[config.mk]
export PLATFORM = sky130hd
export DESIGN_NAME = multicycle_control
export DESIGN_NICKNAME = d
export VERILOG_FILES = /design/src/rtl/multicycle_control.sv
export SDC_FILE = /design/constraint.sdc
export NUM_CORES = 1
export LEC_CHECK = 0
export CAP_MARGIN = 0
export CORE_UTILIZATION = 32
export DETAILED_ROUTE_END_ITERATION = 12
export HOLD_SLACK_MARGIN = 0.12
export PLACE_DENSITY = 0.58
export SKIP_CTS_REPAIR_TIMING = 1
export SYNTH_ARGS = -nofsm -noshare
export SYNTH_HDL_FRONTEND = slang
export SYNTH_SLANG_ARGS = --single-unit
[constraint.sdc]
create_clock -name clk -period 2.4 [get_ports clk]
set_clock_uncertainty 0.05 [all_clocks]
set_input_delay 0.48 -clock clk [delete_from_list [all_inputs] [get_ports clk]]
set_output_delay 0.48 -clock clk [all_outputs]
set_load 0.02 [all_outputs]
[src/rtl/multicycle_control.sv]
// multicycle_control: RV32I multi-cycle control FSM with memory handshakes, traps and an instret counter
module multicycle_control #(
    parameter int TIMEOUT = 16,
    parameter int CNT_W   = 32
) (
    input  logic             clk,
    input  logic             rst,
    input  logic [6:0]       i_opcode,
    input  logic [2:0]       i_funct3,
    input  logic             i_alu_zero,
    input  logic             i_imem_ready,
    input  logic             i_dmem_ready,
    output logic             o_imem_req,
    output logic             o_ir_write,
    output logic             o_dmem_read,
    output logic             o_dmem_write,
    output logic             o_alu_src,
    output logic [1:0]       o_alu_op,
    output logic             o_reg_write,
    output logic [1:0]       o_wb_sel,
    output logic             o_pc_write,
    output logic [1:0]       o_pc_src,
    output logic             o_trap,
    output logic [CNT_W-1:0] o_instret
);
    localparam int WW = $clog2(TIMEOUT + 2);
    localparam logic [6:0] OP_R = 7'b0110011, OP_I = 7'b0010011, OP_LD = 7'b0000011,
                           OP_ST = 7'b0100011, OP_BR = 7'b1100011, OP_JAL = 7'b1101111,
                           OP_JALR = 7'b1100111, OP_LUI = 7'b0110111, OP_AUIPC = 7'b0010111;

    typedef enum logic [2:0] {S_FETCH, S_DECODE, S_EXEC, S_MEM, S_WB, S_TRAP} state_t;

    state_t          r_state;
    logic [WW-1:0]   r_wait;
    logic [CNT_W-1:0] r_instret;

    logic w_op, w_opimm, w_load, w_store, w_branch, w_jal, w_jalr, w_lui, w_auipc;
    logic w_legal, w_taken, w_ready, w_waiting, w_timeout;

    assign w_op      = i_opcode == OP_R;
    assign w_opimm   = i_opcode == OP_I;
    assign w_load    = i_opcode == OP_LD;
    assign w_store   = i_opcode == OP_ST;
    assign w_branch  = i_opcode == OP_BR;
    assign w_jal     = i_opcode == OP_JAL;
    assign w_jalr    = i_opcode == OP_JALR;
    assign w_lui     = i_opcode == OP_LUI;
    assign w_auipc   = i_opcode == OP_AUIPC;
    assign w_legal   = w_op | w_opimm | w_load | w_store | w_jal | w_jalr | w_lui | w_auipc |
                       (w_branch & (i_funct3[2:1] != 2'b01));
    // ALU does sub/slt/sltu, so taken is zero for beq/bge/bgeu and !zero for bne/blt/bltu
    assign w_taken   = i_alu_zero ^ i_funct3[0] ^ i_funct3[2];
    assign w_ready   = r_state == S_FETCH ? i_imem_ready : i_dmem_ready;
    assign w_waiting = (r_state == S_FETCH || r_state == S_MEM) && !w_ready;
    assign w_timeout = TIMEOUT != 0 && w_waiting && r_wait == WW'(TIMEOUT - 1);
    assign o_instret = rst ? '0 : r_instret;

    always_comb begin
        o_imem_req   = 1'b0;
        o_ir_write   = 1'b0;
        o_dmem_read  = 1'b0;
        o_dmem_write = 1'b0;
        o_alu_src    = 1'b0;
        o_alu_op     = 2'b00;
        o_reg_write  = 1'b0;
        o_wb_sel     = 2'b00;
        o_pc_write   = 1'b0;
        o_pc_src     = 2'b00;
        o_trap       = 1'b0;
        if (!rst) begin
            case (r_state)
                S_FETCH: begin
                    o_imem_req = 1'b1;
                    o_ir_write = i_imem_ready;
                end
                S_EXEC: begin
                    o_alu_src   = w_opimm | w_lui | w_auipc | w_load | w_store | w_jalr;
                    o_alu_op    = (w_op | w_opimm) ? 2'b10 : (w_lui | w_auipc) ? 2'b11 :
                                  w_branch ? 2'b01 : 2'b00;
                    o_reg_write = w_jal | w_jalr;
                    o_wb_sel    = {w_jal | w_jalr, 1'b0};
                    o_pc_write  = w_branch | w_jal | w_jalr;
                    o_pc_src    = w_jalr ? 2'b10 : (w_jal | (w_branch & w_taken)) ? 2'b01 : 2'b00;
                end
                S_MEM: begin
                    o_alu_src    = 1'b1;
                    o_dmem_read  = w_load;
                    o_dmem_write = w_store;
                    o_pc_write   = w_store & i_dmem_ready;
                end
                S_WB: begin
                    o_reg_write = 1'b1;
                    o_wb_sel    = {1'b0, w_load};
                    o_pc_write  = 1'b1;
                end
                S_TRAP:  o_trap = 1'b1;
                default: ;
            endcase
        end
    end

    always_ff @(posedge clk) begin
        if (rst) begin
            r_state   <= S_FETCH;
            r_wait    <= '0;
            r_instret <= '0;
        end else begin
            if (o_pc_write) r_instret <= r_instret + 1'b1;
            // any non-waiting cycle clears the count, so FETCH/MEM are always entered at zero
            r_wait <= w_waiting ? r_wait + 1'b1 : '0;
            case (r_state)
                S_FETCH:  r_state <= w_timeout ? S_TRAP : i_imem_ready ? S_DECODE : S_FETCH;
                S_DECODE: r_state <= w_legal ? S_EXEC : S_TRAP;
                S_EXEC:   r_state <= (w_load | w_store) ? S_MEM :
                                     (w_branch | w_jal | w_jalr) ? S_FETCH : S_WB;
                S_MEM:    r_state <= w_timeout ? S_TRAP : !i_dmem_ready ? S_MEM :
                                     w_load ? S_WB : S_FETCH;
                S_WB:     r_state <= S_FETCH;
                default:  r_state <= S_TRAP;
            endcase
        end
    end
endmodule

==> impl_metrics.tcl, run 1 <==
set metrics [dict create \
    status "complete, but fails checks" \
    violations "negative setup slack" \
    yosysMostFrequentCell "nor2_1" \
    dr_total_vias 2437 \
    ios 61 \
    cts_made_buffers 5 \
    synth-seq-area-share_pct 31.6 \
    synth-edff-count 0 \
    syn_nets 328 \
    gp_congestion 0.879 \
    synthTopCellsByArea "dfxtp_1 32%, nor2b_1 7.7%, nor2_1 7.3%" \
    fin_nets 418 \
    cts_tree "done" \
    via_per_inst 4.84 \
    drt-initial-drc-count 71 \
    yosysWarnings 0 \
    fmax_ghz 0.416 \
    drive_gt1_share_pct 20.9 \
    crit_path_start_kind "input port" \
    use_met1_pct 20.7 \
    cts_sinks 40 \
    utilization_pct 46.9 \
    cp.required_ns 1.87 \
    final_hold_viol_count 0 \
    grt_pass1_wl_mm 11.1 \
    fin_crit_sh_pct 100 \
    grt_overflow_total 0 \
    grt_antenna_before_repair 0 \
    cts.htree.levels 2 \
    synth_async_sr_flop_share_pct 0 \
    grt_pass1_vias 2394 \
    setup_violations 1 \
    slew_headroom_pct 71.6 \
    netlist_top_cells_count "49 x nor2_1, 40 x dfxtp_1, 31 x nor2b_1" \
    wl_per_cell_um 13.0 \
    synth_cells 310 \
    grt_max_degree 27 \
    clk_pin_slew_ns 0.07 \
    syn2layout_area_growth_pct 42.3 \
    ant_nets 0 \
    core_area_sq_um 7690 \
    io_buffers 60 \
    p_total_mw 1.46 \
    use_met3_pct 4.44 \
    ys_ff_latch 40 \
    critPathKind "in2out" \
    grt_setup_unrepaired "yes" \
    cts-root-buf "clkbuf_8" \
    post-route-min-period_ns 2.41 \
    cp-end-kind "output port" \
    synth_top_area_share_pct 31.6 \
    row_count 32 \
    crit_arrival_ns 1.88 \
    clk_latency_ns 0.30 \
    die_area_sq_um 8280 \
    avgSynthCellArea_sq_um 8.17 \
    p_per_area_nw_per_um2 405 \
    wl_mm 6.56 \
    post-dp-hpwl_mm 5.09 \
    synth_cell_type_count 51 \
    grtUsageMet2_pct 27.7 \
    p_leak_nw 1.55 \
    die_w_um 91.0 \
    crit_fanout 3 \
    slew_viol_final 0 \
    synth_area_leader_cell "dfxtp_1" \
    clockBufferDepth 2 \
    tightestPinTransition_ns 0.425 \
    grt_busiest_layer "met2" \
    drt_first_pass_iters 4 \
    maxCapViolations 0 \
    diodes 0 \
    syn_area_sq_um 2530 \
    dominantRegCellSynth "dfxtp_1" \
    drc 0 \
    ir_drop_mv 0.314 \
    hold_path_class "reg2reg" \
    initial_core_util_pct 33.0 \
    setup_slack_ns -0.00656 \
    grt.total_usage_pct 16.7 \
    fp.dieH_um 91.0 \
]
==> worst max-delay path: stages <==
cell,delay [ns]
clkdlybuf4s50_1,0.49
and4bb_2,0.29
nand4_2,0.12
and2_1,0.19
nor2_1,0.13
buf_4,0.16
==> flip-flops by register name (all words and copies together), names as in the netlist <==
register	count
r_wait	5
r_instret	32
r_state	3
==> kinds of logic (layout without fill, tap and decap cells) <==
logic type	after synthesis	count (layout)	share of synthesized area, %
adders and majority gates	3	3	1.48
AOI/OAI and AO/OA	40	40	13.0
DFF	40	40	31.6
and+or+nand+nor	168	168	36.0
xor gates and xnor gates	16	16	5.53
buffers and inverters	26	117	4.84
muxes	17	17	7.56
==> metrics by stage <==
stage                     std cells  hold slack [ns]  setup slack (ns)  area (sq um)  setup TNS, ns
final                           503            0.404          -0.00656          3600       -0.00656
after global routing            503            0.436           -0.0932          3600         -0.110
after floorplan                 310            0.368            0.0879          2530              0
after detailed placement        495            0.392            -0.525          3460          -7.54
after global placement          495            0.381            -0.468          3460          -6.75
after CTS                       503            0.406            -0.528          3570          -4.87
==> cell usage in the layout (no fill, tap or decap), types with 3 or more instances in the layout <==
cell / n
nand2_1: 22
nor2_1: 47
nor3_1: 7
nand4_1: 4
o21ai_0: 7
ha_1: 3
xnor2_1: 14
mux2_1: 6
dlymetal6s2s_1: 14
nor4_2: 3
a21oi_1: 7
buf_4: 41
clkdlybuf4s50_1: 38
mux2_2: 11
a2111oi_2: 4
nor2b_1: 31
and2_1: 4
inv_1: 10
clkbuf_2: 4
and4_1: 4
or3_1: 5
and3_1: 7
clkbuf_8: 5
a31oi_1: 3
nand3_1: 15
dfxtp_1: 40
a211oi_1: 7
==> final cells by class <==
type / count / area [sq um]
fill: 800 / 4080
multi-input combinational: 244 / 1640
timing repair buffer: 99 / 893
sequential: 40 / 801
tap: 102 / 128
clock buffer: 6 / 72.6
inverter: 10 / 37.5
clock inverter: 2 / 35.0
==> final timing paths <==
path	to	startpoint	slack (ns)	cells past startpoint
worst max-delay path	o_pc_write	i_opcode[1]	-0.007	6
worst min-delay path	r_wait[0]	r_wait[0]	0.40	1
worst max register to register	r_instret[27]	r_instret[0]	0.34	5
worst min register to register	r_wait[0]	r_wait[0]	0.40	1
==> routing by layer <==
| metal | vias up | wire length, um |
|---|---|---|
| met3 | 7 | 388 |
| met4 | 0 | 112 |
| met1 | 1094 | 3040 |
| met2 | 65 | 3030 |
| met5 | - | 0 |
| li1 | 1271 | - |
==> power by group <==
part / leakage, nW / switching [mW] / internal, mW
registers: 0.323 / 0.0128 / 0.673
logic: 1.17 / 0.120 / 0.103
clock network: 0.0552 / 0.242 / 0.309
total: 1.55 / 0.375 / 1.08
(Power assumes the default switching activity.)
==> run 2, diff against run 1 <==
- CAP_MARGIN: 0 -> default
==> results of run 2 <==
No change in the layout: final DEF, timing and power equal those of run 1.
==> run 3, diff against run 2 <==
- CTS_CLUSTER_DIAMETER: default -> 150
==> results of run 3 <==
No change in the layout: final DEF, timing and power equal those of run 1.
